--- config.mk ---
export PLATFORM = sky130hd
export DESIGN_NAME = conv3x3_mac_flat
export DESIGN_NICKNAME = d
export VERILOG_FILES = /design/src/rtl/conv_pkg.sv /design/src/rtl/conv3x3_mac_if.sv /design/src/rtl/conv_pipe_stage.sv /design/src/rtl/conv3x3_mac.sv /design/src/flat_wrapper.sv
export SDC_FILE = /design/constraint.sdc
export NUM_CORES = 2
export LEC_CHECK = 0
export CAP_MARGIN = 20
export CORE_ASPECT_RATIO = 0.75
export CORE_MARGIN = 5
export CORE_UTILIZATION = 32
export CTS_CLUSTER_SIZE = 28
export DETAILED_ROUTE_END_ITERATION = 6
export GPL_TIMING_DRIVEN = 0
export PLACE_DENSITY = 0.54
export SETUP_SLACK_MARGIN = 0.3
export SLEW_MARGIN = 25
export SYNTH_ARGS = -nofsm -noshare
export SYNTH_HDL_FRONTEND = slang
export SYNTH_SLANG_ARGS = --single-unit
--- constraint.sdc ---
create_clock -name clk -period 4.9 [get_ports clk]
set_input_delay 0.735 -clock clk [delete_from_list [all_inputs] [get_ports clk]]
set_output_delay 0.735 -clock clk [all_outputs]
set_load 0.02 [all_outputs]
--- src/rtl/conv_pkg.sv ---
// Shared definitions for the 3x3 convolution MAC: derived widths, frame FSM states
// and the lane slice helper.
package conv_pkg;

  typedef enum logic {
    IDLE = 1'b0,
    RUN  = 1'b1
  } frame_state_t;

  function automatic int prod_w(input int dw, input int cw);
    return dw + cw + 1;
  endfunction

  // Nine products plus four bits of growth; the full-scale sum cannot overflow.
  function automatic int acc_w(input int dw, input int cw);
    return dw + cw + 5;
  endfunction

  function automatic int slice_lo(input int idx, input int w);
    return idx * w;
  endfunction

endpackage

--- src/rtl/conv3x3_mac_if.sv ---
// Window-in / pixel-out stream bundle with its EOL/tlast sideband.
interface conv3x3_mac_if #(
  parameter int DATA_WIDTH = 8
);
  logic [9*DATA_WIDTH-1:0] s_data;
  logic                    s_valid;
  logic                    s_ready;
  logic                    s_eol;
  logic                    s_tlast;
  logic [DATA_WIDTH-1:0]   m_data;
  logic                    m_valid;
  logic                    m_ready;
  logic                    m_eol;
  logic                    m_tlast;

  modport master (
    output s_data, s_valid, s_eol, s_tlast, m_ready,
    input  s_ready, m_data, m_valid, m_eol, m_tlast
  );

  modport slave (
    input  s_data, s_valid, s_eol, s_tlast, m_ready,
    output s_ready, m_data, m_valid, m_eol, m_tlast
  );
endinterface

--- src/rtl/conv_pipe_stage.sv ---
// Generic valid/ready register slice; loads whenever it is empty or its content
// moves on, so bubbles collapse and a full chain still streams one beat per cycle.
module conv_pipe_stage #(
  parameter int WIDTH = 8
) (
  input  logic             clk,
  input  logic             rst,
  input  logic             i_valid,
  output logic             o_ready,
  input  logic [WIDTH-1:0] i_data,
  output logic             o_valid,
  input  logic             i_ready,
  output logic [WIDTH-1:0] o_data
);
  logic             r_valid;
  logic [WIDTH-1:0] r_data;
  logic             w_load;

  assign w_load = !r_valid || i_ready;

  always_ff @(posedge clk) begin
    if (rst) begin
      r_valid <= 1'b0;
      r_data  <= '0;
    end else if (w_load) begin
      r_valid <= i_valid;
      if (i_valid) r_data <= i_data;
    end
  end

  assign o_ready = w_load;
  assign o_valid = r_valid;
  assign o_data  = r_data;
endmodule

--- src/rtl/conv3x3_mac.sv ---
// Signed 9-tap MAC over a 3x3 window: multiply, row sums, final sum with rounding,
// shift and unsigned saturation, one register slice per step.
//   state | meaning
//   IDLE  | between frames; coefficients track the coef input every cycle
//   RUN   | inside a frame; coefficients frozen until the tlast beat is accepted
module conv3x3_mac
  import conv_pkg::*;
#(
  parameter int DATA_WIDTH = 8,
  parameter int COEF_WIDTH = 8,
  parameter int SHIFT      = 4
) (
  input  logic                    clk,
  input  logic                    rst,
  conv3x3_mac_if.slave            bus,
  input  logic [9*COEF_WIDTH-1:0] coef,
  output logic                    busy
);
  localparam int PROD_W  = prod_w(DATA_WIDTH, COEF_WIDTH);
  localparam int ACC_W   = acc_w(DATA_WIDTH, COEF_WIDTH);
  localparam int S1_W    = 9*PROD_W + 2;
  localparam int S2_W    = 3*ACC_W + 2;
  localparam int S3_W    = DATA_WIDTH + 2;
  localparam int RND_POS = (SHIFT > 0) ? SHIFT - 1 : 0;
  localparam logic [ACC_W-1:0] RND = (SHIFT > 0) ? (ACC_W'(1) << RND_POS) : '0;

  frame_state_t            r_state, w_state_nxt;
  logic [9*COEF_WIDTH-1:0] r_coef;
  logic                    w_s_fire;

  assign w_s_fire = bus.s_valid & bus.s_ready;

  always_ff @(posedge clk) begin
    if (rst) begin
      r_state <= IDLE;
      r_coef  <= '0;
    end else begin
      r_state <= w_state_nxt;
      if (r_state == IDLE) r_coef <= coef;
    end
  end

  always_comb begin
    w_state_nxt = r_state;
    case (r_state)
      IDLE:    if (w_s_fire && !bus.s_tlast) w_state_nxt = RUN;
      RUN:     if (w_s_fire && bus.s_tlast)  w_state_nxt = IDLE;
      default: w_state_nxt = IDLE;
    endcase
  end

  logic [9*PROD_W-1:0] w_prod;

  for (genvar i = 0; i < 9; i++) begin : g_tap
    logic [DATA_WIDTH-1:0]    w_pix;
    logic [COEF_WIDTH-1:0]    w_k;
    logic signed [PROD_W-1:0] w_pix_x, w_k_x;
    assign w_pix   = bus.s_data[slice_lo(i, DATA_WIDTH) +: DATA_WIDTH];
    assign w_k     = r_coef[slice_lo(i, COEF_WIDTH) +: COEF_WIDTH];
    assign w_pix_x = {{(PROD_W-DATA_WIDTH){1'b0}}, w_pix};
    assign w_k_x   = {{(PROD_W-COEF_WIDTH){w_k[COEF_WIDTH-1]}}, w_k};
    assign w_prod[slice_lo(i, PROD_W) +: PROD_W] = w_pix_x * w_k_x;
  end

  logic              w_v1, w_v2, w_v3;
  logic              w_rdy1, w_rdy2, w_rdy3;
  logic [S1_W-1:0]   w_s1_q;
  logic [S2_W-1:0]   w_s2_q;
  logic [S3_W-1:0]   w_s3_q;
  logic [3*ACC_W-1:0] w_rows;

  // Sideband rides in the top two bits of every slice: {eol, tlast, payload}.
  conv_pipe_stage #(.WIDTH(S1_W)) u_s1 (
    .clk(clk), .rst(rst),
    .i_valid(bus.s_valid), .o_ready(w_rdy1),
    .i_data({bus.s_eol, bus.s_tlast, w_prod}),
    .o_valid(w_v1), .i_ready(w_rdy2), .o_data(w_s1_q)
  );

  for (genvar r = 0; r < 3; r++) begin : g_row
    logic [2:0][ACC_W-1:0] w_ext;
    for (genvar j = 0; j < 3; j++) begin : g_col
      assign w_ext[j] = {{(ACC_W-PROD_W){w_s1_q[(3*r+j+1)*PROD_W-1]}},
                         w_s1_q[(3*r+j)*PROD_W +: PROD_W]};
    end
    assign w_rows[r*ACC_W +: ACC_W] = w_ext[0] + w_ext[1] + w_ext[2];
  end

  conv_pipe_stage #(.WIDTH(S2_W)) u_s2 (
    .clk(clk), .rst(rst),
    .i_valid(w_v1), .o_ready(w_rdy2),
    .i_data({w_s1_q[S1_W-1 -: 2], w_rows}),
    .o_valid(w_v2), .i_ready(w_rdy3), .o_data(w_s2_q)
  );

  logic [ACC_W-1:0]        w_sum, w_rnd;
  logic signed [ACC_W-1:0] w_shr;
  logic [DATA_WIDTH-1:0]   w_pix_sat;

  assign w_sum = w_s2_q[0 +: ACC_W] + w_s2_q[ACC_W +: ACC_W] + w_s2_q[2*ACC_W +: ACC_W];
  assign w_rnd = w_sum + RND;
  assign w_shr = $signed(w_rnd) >>> SHIFT;

  always_comb begin
    w_pix_sat = w_shr[DATA_WIDTH-1:0];
    if (w_shr[ACC_W-1])                     w_pix_sat = '0;
    else if (|w_shr[ACC_W-2:DATA_WIDTH])    w_pix_sat = '1;
  end

  conv_pipe_stage #(.WIDTH(S3_W)) u_s3 (
    .clk(clk), .rst(rst),
    .i_valid(w_v2), .o_ready(w_rdy3),
    .i_data({w_s2_q[S2_W-1 -: 2], w_pix_sat}),
    .o_valid(w_v3), .i_ready(bus.m_ready), .o_data(w_s3_q)
  );

  assign bus.s_ready = w_rdy1;
  assign bus.m_valid = w_v3;
  assign bus.m_data  = w_s3_q[DATA_WIDTH-1:0];
  assign bus.m_tlast = w_s3_q[DATA_WIDTH];
  assign bus.m_eol   = w_s3_q[DATA_WIDTH+1];
  assign busy        = (r_state == RUN) | w_v1 | w_v2 | w_v3;
endmodule
--- src/flat_wrapper.sv ---
// flat-port wrapper written by rule: the top's interface ports become plain ports
module conv3x3_mac_flat import conv_pkg::*;
#(
  parameter int DATA_WIDTH = 8,
  parameter int COEF_WIDTH = 8,
  parameter int SHIFT      = 4
)
  (clk, rst, coef, busy, bus_s_data, bus_s_valid, bus_s_eol, bus_s_tlast, bus_m_ready, bus_s_ready, bus_m_data, bus_m_valid, bus_m_eol, bus_m_tlast);
  conv3x3_mac_if #(.DATA_WIDTH(DATA_WIDTH)) bus_i ();
  input  logic clk;
  input  logic rst;
  input  logic [9*COEF_WIDTH-1:0] coef;
  output logic busy;
  input wire logic [$bits(bus_i.s_data)-1:0] bus_s_data;
  input wire logic [$bits(bus_i.s_valid)-1:0] bus_s_valid;
  input wire logic [$bits(bus_i.s_eol)-1:0] bus_s_eol;
  input wire logic [$bits(bus_i.s_tlast)-1:0] bus_s_tlast;
  input wire logic [$bits(bus_i.m_ready)-1:0] bus_m_ready;
  output wire logic [$bits(bus_i.s_ready)-1:0] bus_s_ready;
  output wire logic [$bits(bus_i.m_data)-1:0] bus_m_data;
  output wire logic [$bits(bus_i.m_valid)-1:0] bus_m_valid;
  output wire logic [$bits(bus_i.m_eol)-1:0] bus_m_eol;
  output wire logic [$bits(bus_i.m_tlast)-1:0] bus_m_tlast;
  assign bus_i.s_data = bus_s_data;
  assign bus_i.s_valid = bus_s_valid;
  assign bus_i.s_eol = bus_s_eol;
  assign bus_i.s_tlast = bus_s_tlast;
  assign bus_i.m_ready = bus_m_ready;
  assign bus_s_ready = bus_i.s_ready;
  assign bus_m_data = bus_i.m_data;
  assign bus_m_valid = bus_i.m_valid;
  assign bus_m_eol = bus_i.m_eol;
  assign bus_m_tlast = bus_i.m_tlast;
  conv3x3_mac #(.DATA_WIDTH(DATA_WIDTH), .COEF_WIDTH(COEF_WIDTH), .SHIFT(SHIFT)) u_core (.clk(clk), .rst(rst), .bus(bus_i), .coef(coef), .busy(busy));
endmodule
==> results by group <==
Logic synthesis
  • Simple-Gate Fraction of Synth Area: 0.1966
  • Largest family of logic cells by synthesized area: adder cells
  • Synth cell types: 68
  • Synth Area in XOR/XNOR: 0.04125
  • Fraction of registers with async set/reset: 0
  • Post-Synth Adder-Cell Area: 0.3885
  • Post-synth EDFFs: 0
  • Synthesized instance count: roughly 4.2k
  • Prevailing post-synth register cell: dfxtp_1
  • Mux cell area share after synthesis: 0.02177
  • Ys Warns: 0
  • Sequential share of the synthesized area: 0.1728
  • Yosys reg bits: 306
  • Netlist Area Pre-Place: roughly 0.035 mm^2
  • Compound-gate portion of the synthesized area: 0.1020
  • Syn avg cell area: 8.397 um^2
  • Net Count, Synth: around 5.3k

Routing
  • Total Routed Length: roughly 100 mm
  • Remaining routing DRC violations: 0
  • Vias: ~29k
  • Initial drt markers: around 1.5k
  • Detail Route Antenna Nets: 0
  • TritonRoute pass-1 iters: 5
  • DR vias/cell: around 4.8
  • Wire per inst: approximately 17 um

Cells and area
  • Post-Layout Cell Count: slightly below 6k
  • Filler instances: between 10k and 15k
  • Final core occ: 0.3776
  • Area of the multi-input gates: ~0.027 mm^2
  • Layout cells sized above 1: 0.09246
  • Area growth from synthesis to layout: 16.85%
  • Seq. cell area: 0.006270 mm^2
  • Layout net count: around 5.5k
  • Antenna diodes: 0

Clock tree
  • CTS max path bufs: 3
  • Cts hold-fix bufs: 0
  • Clock Pin Slew Worst Setup and Hold Paths: 60 ps
  • CTS tree: yes
  • H-tree lvl count: 2
  • CTS root buf: clkbuf_16
  • Clock Sinks: between 300 and 400
  • TritonCTS Buffers: 42
  • Clock Latency Late Sink: between 600 and 700 ps

Setup path
  • Critical path required time: approximately 5400 ps
  • CP endpoint kind: flip-flop
  • Cells on worst reg2reg path: 17
  • R2R setup slack: 320 ps
  • Arrival time at the worst endpoint: between 5000 and 6000 ps
  • CP startpoint kind: flip-flop
  • Critical Path Sink: u_core.u_s1.o_data[117]
  • Setup CP Type: flip-flop to flip-flop
  • Critical Path Fanout Max: 6
  • Worst R2R End: u_core.u_s1.o_data[117]
  • Crit path from: u_core.r_coef[50]
  • Reg2Reg Launch Point: u_core.r_coef[50]

STA
  • Final Cycle Share: 0.9352
  • Endpoints failing hold: 0
  • Max Clk Rate: ~220 MHz
  • Fin Clk Skew: 34.44 ps
  • Max transition margin: 0.2810
  • Worst slew pin tran: 1079 ps
  • Final max-slew violation count: 0
  • Unrepaired setup endpoints after global routing: true
  • Final setup viols: 0
  • Final min period: between 4000 and 5000 ps

Die
  • FP Rows: 105
  • Die Ht: 298.3 um
  • I/O Pins: 163
  • Initial Util: 0.3232
  • Full die area: about 0.12 mm^2
  • Die width: 394.4 um
  • Core area: roughly 0.11 mm^2

Power
  • Total power: approximately 12 mW
  • Worst VDD drop: between 200 and 250 uV
  • Lkg Pwr: around 20 nW
  • PwrDens: 284.3 mW/mm^2

Placement
  • Detail Placement HPWL: around 80 mm
  • Dpl cells: roughly 6k
  • Gpl congestion: about 0.86
  • Port Buffers: between 150 and 200

Global routing
  • Initial antenna violation count: 4
  • Vias in the first global route: ~28k
  • Total Routing Usage GR: 0.1707
  • GR Overflow Total: 0
  • First-pass GRT wire length: 160.6 mm
  • Largest net degree at the start of global routing: 13

Min path
  • Hold_sp: u_core.u_s2.o_data[32]
  • Worst min path class: flip-flop to flip-flop

Job
  • Max-cap violation count: 0

Run status
  • Run status: completed
## what timing repair did
action                     in CTS  in global routing
gates resized for setup       261                291
pin swaps                      28                 93
buffers inserted               10                 37
gates cloned                    0                  0
setup endpoints to repair      50                 46
## flip-flops by register name, indices dropped and copies added, names as in the netlist, named ones only
name / cells
u_core.u_s3.o_valid: 1
u_core.u_s3.o_data: 10
u_core.u_s2.o_data: 65
u_core.u_s2.o_valid: 1
u_core.u_s1.o_data: 155
u_core.r_coef: 72
u_core.u_s1.o_valid: 1
## Yosys cell counts (41+ instances only)
cell        n  share of area
inv_1     623          0.066
a21o_1     41         0.0087
and2_1    283          0.050
fa_1      358           0.20
nand2b_1   55         0.0097
nor2_1    271          0.029
nor2b_1    47         0.0083
xnor2_1   122          0.030
o21ai_0    85          0.012
dfxtp_1   306           0.17
clkbuf_1  101          0.011
mux2i_1    76          0.021
xor2_1     45          0.011
nand3_1    53         0.0075
ha_1      528           0.19
a21oi_1   299          0.042
nor3_1     58         0.0082
nand2_1   571          0.060
## report_power, final
part / total (mW) / internal, mW / switching, mW
registers: 3.07 / 2.78 / 0.294
clock network: 3.24 / 1.90 / 1.34
logic: 5.47 / 2.38 / 3.09
## layout by cell type (no fill, tap or decap), types with 60 or more instances in the layout
cell type        synthesis  layout
inv_1                  623     611
nand2_1                571     571
ha_1                   528     513
fa_1                   358     353
and2_1                 283     273
nor2_1                 271     270
a21oi_1                299     269
dfxtp_1                306     247
xnor2_1                122     112
clkdlybuf4s50_1          0      90
clkbuf_1               101      89
mux2i_1                 76      76
o21ai_0                 85      60
## critical path, stage by stage (launching register included)
cell and delay (ps):
dfxtp_4 380, buf_6 130, and2_4 130, fa_1 540, inv_2 40, fa_1 530
inv_1 50, fa_1 480, inv_1 50, fa_1 480, inv_2 50, ha_4 230
a21oi_4 150, o21bai_1 100, a41o_1 270, o41a_1 350, or4b_1 480, nand3_1 90
## how the worst min path moves through the flow
stage                     slack [ps]  cells after the start                     end
final                            450                      2  u_core.u_s2.o_data[32]
after global routing             470                      2  u_core.u_s2.o_data[63]
after CTS                        450                      2  u_core.u_s2.o_data[32]
after detailed placement         440                      2  u_core.u_s2.o_data[12]
after global placement           440                      2  u_core.u_s2.o_data[24]
after floorplan                  430                      2  u_core.u_s2.o_data[12]
## logic make-up (layout without fill, tap and decap cells)
kind of cell               Yosys count  after routing
xor gates and xnor gates           167            167
and+or+nand+nor                   1459           1459
adders and majority gates          886            886
DFF                                306            306
buffers and inverters              728           1016
muxes                               77             77
AOI/OAI and AO/OA                  599            599
## area by class of cell
| cell class | count | share of cell area |
|---|---|---|
| inverters | 623 | 0.05654 |
| well taps | 1444 | 0.04361 |
| flip-flops and latches | 306 | 0.1513 |
| clock inverters | 26 | 0.007520 |
| repair buffers | 213 | 0.04400 |
| clock buffers | 49 | 0.02673 |
| multi-input cells | 3188 | 0.6596 |
| plain buffers | 105 | 0.01066 |
## layer usage
metal	wire length, um	vias to the layer above	share of wire	global-route usage
met3	4085	105	0.040	0.02042
met2	42950	458	0.42	0.2584
met1	52530	13900	0.51	0.2573
met4	2423	2	0.024	0.04188
met5	13	-	0.00013	0
li1	-	14230	-	-
## metrics by stage
| stage | setup slack [ps] | TNS, ps | instance area, um^2 | hold slack, ps |
|---|---|---|---|---|
| 2_1_floorplan | 227.6 | 0 | 35530 | 431.9 |
| 3_5_place_dp | -1014 | -34820 | 39060 | 444.0 |
| 3_3_place_gp | -1025 | -34170 | 38960 | 440.4 |
| 4_1_cts | 212.2 | 0 | 40780 | 451.2 |
| 6_report | 317.5 | 0 | 41430 | 450.4 |
| 5_1_grt | 141.7 | 0 | 41430 | 470.6 |
No activity file was read; power rests on OpenSTA's default activity.
